===== src/rtl/reg_cmd_sequencer_4b_pkg.sv =====
// Shared types for the 4-bit register command sequencer: opcodes, FSM
// states, strobe bundle and the carry-source select.
package reg_cmd_sequencer_4b_pkg;

  localparam int DATA_W = 4;
  localparam int CNT_W  = 2;

  typedef enum logic [2:0] {
    OP_LOAD  = 3'b000,
    OP_CLEAR = 3'b001,
    OP_INC   = 3'b010,
    OP_DEC   = 3'b011,
    OP_SHR   = 3'b100,
    OP_SHL   = 3'b101,
    OP_ROR   = 3'b110,
    OP_ROL   = 3'b111
  } op_e;

  typedef enum logic [1:0] {
    ST_IDLE = 2'b00,
    ST_EXEC = 2'b01,
    ST_DONE = 2'b10
  } state_e;

  // Source of the register carry input while executing.
  typedef enum logic [1:0] {
    CSEL_ZERO    = 2'b00,
    CSEL_LATCHED = 2'b01,
    CSEL_LIVE    = 2'b10
  } csel_e;

  typedef struct packed {
    logic ld;
    logic clr;
    logic inc;
    logic dec;
    logic shr;
    logic shl;
  } strobe_t;

  // Latched command; the repeat count goes straight into the step counter.
  typedef struct packed {
    op_e               op;
    logic [DATA_W-1:0] data;
    logic              carry;
  } cmd_t;

  // LOAD and CLEAR are single-step; everything else honours the repeat count.
  function automatic logic is_multi_step(input op_e op);
    return !(op == OP_LOAD || op == OP_CLEAR);
  endfunction

endpackage


===== src/rtl/reg_cmd_sequencer_4b_if.sv =====
// Command handshake plus the strobe/data bus towards the downstream register.
interface reg_cmd_sequencer_4b_if;
  import reg_cmd_sequencer_4b_pkg::*;

  logic              cmd_valid;
  logic              cmd_ready;
  logic [2:0]        cmd_op;
  logic [CNT_W-1:0]  cmd_count;
  logic [DATA_W-1:0] cmd_data;
  logic              cmd_carry;
  logic              abort;
  logic              reg_carry;
  logic              ld;
  logic              clr;
  logic              inc;
  logic              dec;
  logic              shr;
  logic              shl;
  logic [DATA_W-1:0] data_out;
  logic              input_carry;
  logic              busy;
  logic              done;

  // Sequencer side.
  modport slave (
    input  cmd_valid, cmd_op, cmd_count, cmd_data, cmd_carry, abort, reg_carry,
    output cmd_ready, ld, clr, inc, dec, shr, shl, data_out, input_carry, busy, done
  );

  // Command issuer / register model side.
  modport master (
    output cmd_valid, cmd_op, cmd_count, cmd_data, cmd_carry, abort, reg_carry,
    input  cmd_ready, ld, clr, inc, dec, shr, shl, data_out, input_carry, busy, done
  );

endinterface


===== src/rtl/reg_cmd_sequencer_4b_decode.sv =====
// Pure decode of (state, latched op) into one strobe and a carry source.
// Nothing from the live command bus reaches here, so strobes are Moore outputs.
module reg_cmd_decode
  import reg_cmd_sequencer_4b_pkg::*;
(
  input  state_e  state,
  input  op_e     op,
  output strobe_t strb,
  output csel_e   csel
);

  // One strobe per EXEC cycle; rotates reuse the shift strobes with a live carry.
  always_comb begin
    strb = '0;
    csel = CSEL_ZERO;
    if (state == ST_EXEC) begin
      case (op)
        OP_LOAD:  strb.ld  = 1'b1;
        OP_CLEAR: strb.clr = 1'b1;
        OP_INC:   strb.inc = 1'b1;
        OP_DEC:   strb.dec = 1'b1;
        OP_SHR:   begin strb.shr = 1'b1; csel = CSEL_LATCHED; end
        OP_SHL:   begin strb.shl = 1'b1; csel = CSEL_LATCHED; end
        OP_ROR:   begin strb.shr = 1'b1; csel = CSEL_LIVE;    end
        OP_ROL:   begin strb.shl = 1'b1; csel = CSEL_LIVE;    end
        default:  strb = '0;
      endcase
    end
  end

endmodule


===== src/rtl/reg_cmd_sequencer_4b.sv =====
// Accepts one command at a time and replays it as 1..4 strobe cycles to a
// downstream 4-bit register, then pulses done for a cycle before re-arming.
module reg_cmd_sequencer_4b
  import reg_cmd_sequencer_4b_pkg::*;
(
  input logic                  clk,
  input logic                  rst,
  reg_cmd_sequencer_4b_if.slave bus
);

  state_e           state_q, state_d;
  logic [CNT_W-1:0] cnt_q, cnt_d;
  cmd_t             cmd_q;
  logic             accept;
  strobe_t          strb;
  csel_e            csel;

  // Ready only while idle and out of reset; rst gates it combinationally.
  assign bus.cmd_ready = (state_q == ST_IDLE) && !rst;
  assign accept        = bus.cmd_valid && bus.cmd_ready;

  // Next-state and step counter; the counter parks at 0 whenever EXEC ends.
  always_comb begin
    state_d = state_q;
    cnt_d   = cnt_q;
    case (state_q)
      ST_IDLE: begin
        if (accept) begin
          state_d = ST_EXEC;
          cnt_d   = is_multi_step(op_e'(bus.cmd_op)) ? bus.cmd_count : '0;
        end
      end
      ST_EXEC: begin
        if (bus.abort || cnt_q == '0) begin
          state_d = ST_DONE;
          cnt_d   = '0;
        end else begin
          cnt_d = cnt_q - 2'd1;
        end
      end
      ST_DONE: state_d = ST_IDLE;
      default: begin
        state_d = ST_IDLE;
        cnt_d   = '0;
      end
    endcase
  end

  // State, counter and command latch; reset wins over everything.
  always_ff @(posedge clk) begin
    if (rst) begin
      state_q <= ST_IDLE;
      cnt_q   <= '0;
      cmd_q   <= '0;
    end else begin
      state_q <= state_d;
      cnt_q   <= cnt_d;
      if (accept) begin
        cmd_q.op    <= op_e'(bus.cmd_op);
        cmd_q.data  <= bus.cmd_data;
        cmd_q.carry <= bus.cmd_carry;
      end
    end
  end

  reg_cmd_decode u_decode (
    .state (state_q),
    .op    (cmd_q.op),
    .strb  (strb),
    .csel  (csel)
  );

  // Carry into the register: latched fill for shifts, live feedback for rotates.
  always_comb begin
    case (csel)
      CSEL_LATCHED: bus.input_carry = cmd_q.carry;
      CSEL_LIVE:    bus.input_carry = bus.reg_carry;
      default:      bus.input_carry = 1'b0;
    endcase
  end

  assign bus.ld       = strb.ld;
  assign bus.clr      = strb.clr;
  assign bus.inc      = strb.inc;
  assign bus.dec      = strb.dec;
  assign bus.shr      = strb.shr;
  assign bus.shl      = strb.shl;
  assign bus.data_out = cmd_q.data;
  assign bus.busy     = (state_q == ST_EXEC);
  assign bus.done     = (state_q == ST_DONE);

endmodule


===== src/flat_wrapper.sv =====
// flat-port wrapper written by rule: the top's interface ports become plain ports
module reg_cmd_sequencer_4b_flat import reg_cmd_sequencer_4b_pkg::*;
  (clk, rst, bus_cmd_valid, bus_cmd_op, bus_cmd_count, bus_cmd_data, bus_cmd_carry, bus_abort, bus_reg_carry, bus_cmd_ready, bus_ld, bus_clr, bus_inc, bus_dec, bus_shr, bus_shl, bus_data_out, bus_input_carry, bus_busy, bus_done);
  reg_cmd_sequencer_4b_if bus_i ();
  input logic clk;
  input logic rst;
  input wire logic [$bits(bus_i.cmd_valid)-1:0] bus_cmd_valid;
  input wire logic [$bits(bus_i.cmd_op)-1:0] bus_cmd_op;
  input wire logic [$bits(bus_i.cmd_count)-1:0] bus_cmd_count;
  input wire logic [$bits(bus_i.cmd_data)-1:0] bus_cmd_data;
  input wire logic [$bits(bus_i.cmd_carry)-1:0] bus_cmd_carry;
  input wire logic [$bits(bus_i.abort)-1:0] bus_abort;
  input wire logic [$bits(bus_i.reg_carry)-1:0] bus_reg_carry;
  output wire logic [$bits(bus_i.cmd_ready)-1:0] bus_cmd_ready;
  output wire logic [$bits(bus_i.ld)-1:0] bus_ld;
  output wire logic [$bits(bus_i.clr)-1:0] bus_clr;
  output wire logic [$bits(bus_i.inc)-1:0] bus_inc;
  output wire logic [$bits(bus_i.dec)-1:0] bus_dec;
  output wire logic [$bits(bus_i.shr)-1:0] bus_shr;
  output wire logic [$bits(bus_i.shl)-1:0] bus_shl;
  output wire logic [$bits(bus_i.data_out)-1:0] bus_data_out;
  output wire logic [$bits(bus_i.input_carry)-1:0] bus_input_carry;
  output wire logic [$bits(bus_i.busy)-1:0] bus_busy;
  output wire logic [$bits(bus_i.done)-1:0] bus_done;
  assign bus_i.cmd_valid = bus_cmd_valid;
  assign bus_i.cmd_op = bus_cmd_op;
  assign bus_i.cmd_count = bus_cmd_count;
  assign bus_i.cmd_data = bus_cmd_data;
  assign bus_i.cmd_carry = bus_cmd_carry;
  assign bus_i.abort = bus_abort;
  assign bus_i.reg_carry = bus_reg_carry;
  assign bus_cmd_ready = bus_i.cmd_ready;
  assign bus_ld = bus_i.ld;
  assign bus_clr = bus_i.clr;
  assign bus_inc = bus_i.inc;
  assign bus_dec = bus_i.dec;
  assign bus_shr = bus_i.shr;
  assign bus_shl = bus_i.shl;
  assign bus_data_out = bus_i.data_out;
  assign bus_input_carry = bus_i.input_carry;
  assign bus_busy = bus_i.busy;
  assign bus_done = bus_i.done;
  reg_cmd_sequencer_4b u_core (.clk(clk), .rst(rst), .bus(bus_i));
endmodule

===== config.mk =====
export PLATFORM = sky130hd
export DESIGN_NAME = reg_cmd_sequencer_4b_flat
export DESIGN_NICKNAME = d
export VERILOG_FILES = /design/src/rtl/reg_cmd_sequencer_4b_pkg.sv /design/src/rtl/reg_cmd_sequencer_4b_if.sv /design/src/rtl/reg_cmd_sequencer_4b_decode.sv /design/src/rtl/reg_cmd_sequencer_4b.sv /design/src/flat_wrapper.sv
export SDC_FILE = /design/constraint.sdc
export NUM_CORES = 1
export LEC_CHECK = 0
export CORE_UTILIZATION = 44
export DETAILED_ROUTE_END_ITERATION = 12
export PLACE_DENSITY = 0.83
export SYNTH_ARGS = -nofsm -noshare
export SYNTH_HDL_FRONTEND = slang
export SYNTH_HIERARCHICAL = 1
export SYNTH_SLANG_ARGS = --single-unit

===== constraint.sdc =====
create_clock -name clk -period 2.3 [get_ports clk]
set_input_delay 0.575 -clock clk [delete_from_list [all_inputs] [get_ports clk]]
set_output_delay 0.575 -clock clk [all_outputs]
set_load 0.05 [all_outputs]

==> qor.txt, run 1 <==
Outcome: finished, final reports clean
Sequential area share after synthesis: 35.4%
Largest family of logic cells by synthesized area: simple AND/OR/NAND/NOR gates
Post-synth top flop: dfxtp_1
Hold WC Path Type: flip-flop to flip-flop
Area after DPL: 995 sq um
FFs w/ async S/R, synth: 0%
Largest net degree at the start of global routing: 18
Total track usage: 21.4%
CTS tree: yes
Post-synth top area cell: dfxtp_1
Remaining antenna violation count: 0
Slew @ Worst Pin: 498 ps
Design area: 1070 sq um
Synth Area in Compound Gates: 15.3%
Post-synthesis mux area share: 0%
R2R Path Start: u_core/cnt_q[0]
Clk_lat worst skew: 270 ps
Top Layer Used: met3
Max Cap Violations: 0
PortBufs: 28
Final min period: 2230 ps
Metal-1 WL: 734 um
Final setup violating endpoints: 0
Util after Layout: 78.6%
CP startpoint kind: flip-flop
Vias in the first global route: 563
Share of the synthesized area in the top cell type: 35.4%
Vias per inst: 5.16
Share of cells above drive strength 1: 26.7%
Post-synth top cells: dfxtp_1, nand2b_1, nor2_1, o21ai_0, nand2_1
Beginning of the worst hold path: u_core/bus.data_out[3]
# IOs: 29
N_diodes: 0
Iteration-0 DRC Markers: 4
Post-synthesis simple-gate area fraction: 34.1%
Core Region: 1370 sq um
Top-count cell post-synth: dfxtp_1
Largest cells by area after synthesis: dfxtp_1, nand2b_1, o21ai_0
Hold endpoint: u_core/bus.data_out[3]
Die area: 1700 sq um
Rel. slew slack: 66.7%
Synthesized net count: 102
Fmax: 0.448 GHz
DR WL met3: 64 um
Final worst setup slack: 66.2 ps
Die height: 41.3 um
H-tree depth: 1
Number of synthesized flops with an enable pin: 0
Number of synthesized register bits: 12
Hold path depth: 2
Worst slack at placement: 212 ps
Post-Syn Instances: 84
Clock tree buffer depth: 2
Peak VDD IR: 0.411 mV
Data required time of the critical path: 1730 ps
Pins Over Slew Limit: 0
Drt wl/cell: 12.8 um
Adder-cell share of the synthesized area: 5.54%
Post-synthesis cell type count: 24
# rows: 13
Final Cycle Share: 97.1%
Final Hold Fails: 0
CTS buffer count: 3
Worst path arrival time: 1660 ps
Root Buffer: clkbuf_4
Layout area overhead: 58.3%
Drt pass-1 iters: 4
CP max FO: 5
Post-synthesis cell area: 678 sq um
Routed vias: 676
FF-to-FF setup slack: 780 ps
Clk_skew: 0.518 ps
Fillers: 95
Crit path kind: flip-flop to output port
DPL Wire Length: 1.22 mm
Worst setup EP type: output port
Reg2reg end: u_core/cnt_q[1]
Clock sink count: 12
Post-synthesis average cell area: 8.07 sq um
Routed wl met2: 880 um
GPL Wtd Cong: 0.816
Post-layout nets: 135
Ys Warns: 6
Die W: 41.3 um
Remaining DRCs: 0
Antenna violations before repair: 0
Pwr dens: 525 nW/um^2
First-pass GRT wire length: 2.33 mm
Initial Utilization: 49.6%
Synth Area in XOR/XNOR: 0%
Clock transition at path regs: 70 ps
Reg2reg path depth: 5
Pleak: 0.430 nW
CTS Hold Bufs: 0
WL final: 1.68 mm
Grt total ovfl: 0
## routing by layer
layer  global-route usage (%)  vias up
li1                         -      346
met1                     25.4      317
met2                     37.5       13
met3                     6.52        0
met4                     4.84        0
met5                        0        -
## placed cells by master (no fill, tap or decap)
master           count
nor2b_1              2
ha_1                 2
clkdlybuf4s50_1     18
o21ai_0              9
buf_12               4
dfxtp_4              1
a22o_2               1
or2_2                1
clkbuf_4             3
nor2_4               1
nand2b_1            10
inv_1                7
or4b_4               1
dfxtp_1             10
nor4b_4              1
o21bai_1             1
buf_4               12
clkbuf_8             1
nand3b_1             2
dfxtp_2              1
a22o_1               1
a22oi_2              1
and3_1               2
o32ai_1              2
nor4_2               1
nor3_1               3
a211oi_1             1
ha_2                 1
nor2_1               7
nor2_2               1
nand2_1              8
## logic make-up (layout without fill, tap and decap cells)
kind of cell,Yosys count,count (layout)
adders and majority gates,3,3
DFF,12,12
and+or+nand+nor,40,40
AOI/OAI and AO/OA,16,16
buffers and inverters,13,45
## power breakdown
| part | switching [W] | total, W | internal, W |
|---|---|---|---|
| combinational | 0.0000876 | 0.000162 | 0.0000746 |
| sequential | 0.0000154 | 0.000239 | 0.000224 |
| clock | 0.0000667 | 0.000163 | 0.0000962 |
## state kept, by name (all words and copies together), names as in the netlist
register	count
u_core/bus.data_out	4
u_core/cnt_q	2
u_core/state_q	2
u_core/cmd_q	4
## per-stage QoR
step / total power (W) / hold WS, ps / setup TNS, ps / std cells
global route: 0.000597 / 500 / -33.9 / 131
global placement: 0.000396 / 459 / 0 / 124
finish: 0.000564 / 479 / 0 / 131
floorplan: 0.000339 / 448 / 0 / 84
CTS: 0.000567 / 486 / 0 / 128
detailed placement: 0.000400 / 473 / 0 / 124
## worst max path at each step
stage                            startpoint               to  slack (ps)  cells after the start
final                     u_core/state_q[1]  bus_input_carry          70                      7
after global routing      u_core/state_q[1]  bus_input_carry         -30                      7
after CTS                 u_core/state_q[1]  bus_input_carry         0.5                      6
after detailed placement  u_core/state_q[1]  bus_input_carry         210                      7
after global placement        bus_reg_carry  bus_input_carry         330                      4
after floorplan           u_core/state_q[0]          bus_clr          30                      2
## layout make-up
class                   count  area [sq um]  area share (%)
clock buffers               4          36.3            3.38
inverters                   7          26.3            2.45
multi-input cells          59           397            36.9
flip-flops and latches     12           245            22.8
well taps                  15          18.8            1.75
repair buffers             34           350            32.6
## worst max-delay path, cell delays in order (launching register included)
cell      delay, ps
dfxtp_4         360
nand3b_1        200
nor2_2          150
inv_1            60
ha_2            180
a22oi_2         230
nor2_4           60
buf_12          140
## what timing repair did
item	in CTS	in global routing
endpoints found under the setup margin	1	1
resized for setup	3	4
setup buffers	0	3
pin swaps	0	2
Note: power is estimated with default switching activity, not from simulation.
==> inputs of run 2 (changes only) <==
Settings changed: CORE_MARGIN set to 2.
==> qor.txt, run 2 (synthesized netlist as in run 1, its figures left out) <==
Clk_skew: 3.98 ps (+3.47 ps)
Final Cycle Share: 95.0% (-2.1 points)
Outcome: finished, final reports clean
CP max FO: 10 (+5)
Final setup violating endpoints: 0 (unchanged)
PortBufs: 28 (unchanged)
CTS tree: yes
Die area: 1870 sq um (+9.9%)
Unrepaired setup endpoints after global routing: no
GPL Wtd Cong: 0.812 (-0.44%)
Peak VDD IR: 0.380 mV (-7.7%)
Vias per inst: 5.18 (+0.35%)
Clock tree buffer depth: 2 (unchanged)
Vias in the first global route: 652 (+16%)
Slew @ Worst Pin: 493 ps (-5.34 ps)
Total track usage: 18.0% (-3.4 points)
Die height: 43.3 um (+4.8%)
Antenna violations before repair: 0 (unchanged)
Worst setup EP type: output port
Grt total ovfl: 0 (unchanged)
Pleak: 0.418 nW (-2.9%)
First-pass GRT wire length: 2.55 mm (+9.8%)
Pwr Total: 0.000565 W (about the same)
Final Hold Fails: 0 (unchanged)
Worst path arrival time: 1610 ps (-50 ps)
WL final: 1.50 mm (-10%)
Post-layout nets: 132 (-2.2%)
# IOs: 29 (unchanged)
Final min period: 2180 ps (-48.9 ps)
CTS buffer count: 3 (unchanged)
Total negative setup slack: 0 ps (unchanged)
Drt wl/cell: 11.7 um (-9.0%)
Area after DPL: 996 sq um (+0.13%)
Die W: 43.3 um (+4.8%)
Data required time of the critical path: 1730 ps (about the same)
Most frequent cells in the layout: clkdlybuf4s50_1, nand2b_1, buf_4, o21ai_0, dfxtp_1
Crit path kind: flip-flop to output port
H-tree depth: 1 (unchanged)
Layout area overhead: 54.2%
Root Buffer: clkbuf_4
Routed vias: 668 (-1.2%)
Hold WC Path Type: flip-flop to flip-flop
Clk_lat worst skew: 280 ps (about the same)
DPL Wire Length: 1.20 mm (-1.8%)
N_diodes: 0 (unchanged)
Iteration-0 DRC Markers: 9 (+5)
Design area: 1050 sq um (-2.6%)
Share of cells above drive strength 1: 24.8% (-1.9 points)
# rows: 14 (+1)
Remaining DRCs: 0 (unchanged)
Remaining antenna violation count: 0 (unchanged)
Initial Utilization: 46.1% (-3.5 points)
Core Region: 1470 sq um (+7.7%)
Util after Layout: 71.1% (-7.5 points)
Drt pass-1 iters: 4 (unchanged)
CP startpoint kind: flip-flop
Clock sink count: 12 (unchanged)
Rel. slew slack: 67.1% (+0.36 points)
CTS Hold Bufs: 0 (unchanged)
Pins Over Slew Limit: 0 (unchanged)
Pwr dens: 540 nW/um^2 (+2.7%)
Worst hold slack: 477 ps (-1.63 ps)
Fmax: 0.458 GHz (+2.2%)
Max Cap Violations: 0 (unchanged)
Clock transition at path regs: 70 ps (about the same)
Commonest non-fill, non-tap cell in the layout: clkdlybuf4s50_1
Largest net degree at the start of global routing: 14 (-4)
[run 2: changes by cell type in the layout (fill, tap and decap cells not counted), sizes merged]
cell,previous run,this run
buf,16,13
[run 2: worst paths after layout]
check | start | end | slack [ps] | cells past startpoint
setup / recovery | u_core/state_q[1] | bus_input_carry | 120 | 7
hold reg to reg | u_core/bus.data_out[2] | u_core/bus.data_out[2] | 480 | 2
hold / removal | u_core/bus.data_out[2] | u_core/bus.data_out[2] | 480 | 2
setup reg to reg | u_core/cnt_q[0] | u_core/cnt_q[1] | 760 | 5
[run 2: stage by stage]
stage | cells | worst slack, ps
6_report | 129 | 115
3_5_place_dp | 125 | 262
2_1_floorplan | 84 | 32.9
3_3_place_gp | 125 | 323
5_1_grt | 129 | 3.44
4_1_cts | 129 | 16.3
[run 2: power by group]
part	switching (W)	internal [W]
registers	0.0000167	0.000224
clock network	0.0000715	0.0000963
logic	0.0000840	0.0000723
[run 2: final cells by class]
class                   count  area, sq um
clock buffers               4         36.3
fillers                   125          425
inverters                   7         26.3
multi-input cells          59          389
flip-flops and latches     12          246
well taps                  16         20.0
repair buffers             31          328
[run 2: layer usage]
layer / GRT usage [%] / vias to the layer above / wire length [um]
met1: 20.6 / 310 / 641
met2: 31.9 / 15 / 777
met3: 4.26 / 3 / 71
li1: - / 340 / -
met4: 6.67 / 0 / 14
met5: 0 / - / 0
[run 2: what timing repair did]
action / 4_1_cts / 5_1_grt
gates resized for setup: 1 / 5
pin swaps: 0 / 1
setup endpoints to repair: 1 / 1
setup buffers: 0 / 0
hold endpoints to repair: 0 / 0
[run 2: critical path, cell delays in order, from the launching register on]
cell and delay, ps:
dfxtp_4 380, nand3b_1 200, nor2_2 120, inv_1 50, ha_1 190, a22oi_2 160, nor2_2 70, buf_12 140
==> inputs of run 3 (changes only) <==
Settings changed: CAP_MARGIN set to 10, CORE_UTILIZATION 44 to 43, HOLD_SLACK_MARGIN set to 0.03, PLACE_DENSITY 0.83 to 0.82, SYNTH_HIERARCHICAL 1 to unset.
==> qor.txt, run 3 <==
FF-to-FF setup slack: 780 ps (+20 ps)
Fin cells: 133 (+3.1%)
Synthesized net count: 99 (-2.9%)
Unrepaired setup endpoints after global routing: no
Fillers: 109 (-13%)
Area after DPL: 1020 sq um (+2.9%)
Design area: 1130 sq um (+7.7%)
GPL Wtd Cong: 0.855 (+5.2%)
Hold WC Path Type: flip-flop to flip-flop
Remaining antenna violation count: 0 (unchanged)
Number of synthesized register bits: 12 (unchanged)
Post-synthesis average cell area: 8.20 sq um (+1.6%)
Layout area overhead: 69.5%
Core Region: 1470 sq um (unchanged)
Total negative setup slack: 0 ps (unchanged)
Share of the synthesized area in the top cell type: 36.2% (+0.73 points)
Total track usage: 18.3% (+0.26 points)
Final min period: 2220 ps (+33.7 ps)
Drt wl/cell: 11.8 um (+1.5%)
First-pass GRT wire length: 2.54 mm (-0.55%)
R2R Path Start: u_core.cnt_q[0]
Final Cycle Share: 96.5% (+1.5 points)
Post-Syn Instances: 81 (-3.6%)
FFs w/ async S/R, synth: 0% (unchanged)
Top-count cell post-synth: dfxtp_1
Post-synthesis cell area: 664 sq um (-2.0%)
H-tree depth: 1 (unchanged)
Clock sink count: 12 (unchanged)
Post-layout nets: 136 (+3.0%)
Ys Warns: 0 (-6)
Grt total ovfl: 0 (unchanged)
Die height: 43.3 um (+0.10%)
Commonest non-fill, non-tap cell in the layout: clkdlybuf4s50_1
Hold path depth: 2 (unchanged)
Routed vias: 680 (+1.8%)
Share of cells above drive strength 1: 35.0% (+10 points)
CTS buffer count: 3 (unchanged)
Antenna violations before repair: 0 (unchanged)
CP max FO: 3 (-7)
# IOs: 29 (unchanged)
# rows: 14 (unchanged)
Number of synthesized flops with an enable pin: 0 (unchanged)
Vias in the first global route: 602 (-7.7%)
Clk_skew: 2.14 ps (-1.84 ps)
Pleak: 0.458 nW (+9.7%)
CTS Hold Bufs: 0 (unchanged)
Largest net degree at the start of global routing: 15 (+1)
Max Cap Violations: 0 (unchanged)
DPL Wire Length: 1.16 mm (-3.2%)
Initial Utilization: 45.2% (-0.94 points)
Fmax: 0.451 GHz (-1.5%)
Worst setup EP type: output port
Die W: 43.3 um (+0.10%)
Worst hold slack: 481 ps (+3.65 ps)
Post-synth top flop: dfxtp_1
Data required time of the critical path: 1730 ps (about the same)
Sequential area share after synthesis: 36.2% (+0.73 points)
Final setup violating endpoints: 0 (unchanged)
Rel. slew slack: 66.4% (-0.63 points)
Root Buffer: clkbuf_4
Largest cells by area after synthesis: dfxtp_1, nand2b_1, o21ai_0
Clock transition at path regs: 80 ps (about the same)
Clk_lat worst skew: 270 ps (about the same)
Most frequent cells in the layout: clkdlybuf4s50_1, buf_4, dfxtp_1
Die area: 1880 sq um (+0.21%)
Cell count after placement: 124 (-0.80%)
Worst path arrival time: 1640 ps (+30 ps)
PortBufs: 28 (unchanged)
Pins Over Slew Limit: 0 (unchanged)
Pwr dens: 520 nW/um^2 (-3.6%)
Peak VDD IR: 0.373 mV (-1.9%)
WL final: 1.57 mm (+4.7%)
N_diodes: 0 (unchanged)
Final Hold Fails: 0 (unchanged)
Hold endpoint: u_core.bus.data_out[1]
Slew @ Worst Pin: 502 ps (+9.46 ps)
Crit path kind: flip-flop to output port
Iteration-0 DRC Markers: 20 (+11)
CTS tree: yes
Reg2reg path depth: 5 (unchanged)
Beginning of the worst hold path: u_core.bus.data_out[1]
Reg2reg end: u_core.cnt_q[1]
CP startpoint kind: flip-flop
Remaining DRCs: 0 (unchanged)
Outcome: finished, final reports clean
Post-synthesis cell type count: 25 (+4.2%)
Clock tree buffer depth: 2 (unchanged)
Post-synth top area cell: dfxtp_1
Drt pass-1 iters: 4 (unchanged)
Vias per inst: 5.11 (-1.3%)
Post-synth top cells: dfxtp_1, nand2_1, nand2b_1, nor2_1, o21ai_0
-- run 3: per-stage QoR --
stage | utilization [%] | worst slack, ps | total power, W
after global routing | 76.5 | 17.1 | 0.000612
after CTS | 74.1 | 19.1 | 0.000584
after floorplan | - | -5.23 | 0.000342
final | 76.5 | 81.4 | 0.000586
after global placement | 69.6 | 164 | 0.000405
after detailed placement | 69.6 | 124 | 0.000408
-- run 3: cell families (layout without fill, tap and decap cells) --
logic type | count (synthesis) | count (layout) | synth area share (%)
adders and majority gates | 3 | 3 | 5.65
and+or+nand+nor | 38 | 38 | 33.5
AOI/OAI and AO/OA | 15 | 15 | 14.9
DFF | 12 | 12 | 36.2
buffers and inverters | 13 | 49 | 9.79
-- run 3: worst max path at each step --
stage | endpoint | from
after floorplan | bus_input_carry | u_core.state_q[1]
after global placement | bus_input_carry | u_core.state_q[0]
after detailed placement | bus_input_carry | u_core.state_q[0]
after CTS | bus_input_carry | u_core.state_q[1]
after global routing | bus_input_carry | u_core.state_q[1]
final | bus_input_carry | u_core.state_q[1]
-- run 3: where the power goes --
| group | internal, W | leakage (nW) | switching [W] |
|---|---|---|---|
| clock | 0.0000962 | 0.0210 | 0.0000764 |
| sequential | 0.000224 | 0.0998 | 0.0000135 |
| combinational | 0.0000840 | 0.337 | 0.0000923 |
| total | 0.000404 | 0.458 | 0.000182 |
-- run 3: worst max-delay path, cell delays in order (launching register included) --
cell and delay, ps:
dfxtp_2 330, inv_2 50, nand2_2 60, clkinvlp_4 80
nand2_2 60, or2_4 230, ha_4 150, a22oi_2 190
nor2_4 60, buf_6 150
-- run 3: layout make-up --
type | count | area [sq um] | area share (%)
multi-input cells | 56 | 410 | 36.4
repair buffers | 38 | 384 | 34.1
flip-flops and latches | 12 | 245 | 21.8
clock buffers | 4 | 36.3 | 3.22
inverters | 7 | 30.0 | 2.67
well taps | 16 | 20.0 | 1.78
-- run 3: routing by layer --
layer  global-route usage (%)  routed length (um)  vias to the layer above
li1                         -                   -                      346
met1                     21.9                 707                      307
met2                     30.1                 749                       23
met3                     5.96                  96                        4
met4                     7.27                  21                        0
met5                        0                   0                        -
-- run 3: repair_timing --
item | CTS | global route
pin swaps | 1 | 2
resized for setup | 6 | 2
setup buffers | 2 | 3
hold endpoints to repair | 0 | 0
setup endpoints to repair | 1 | 1
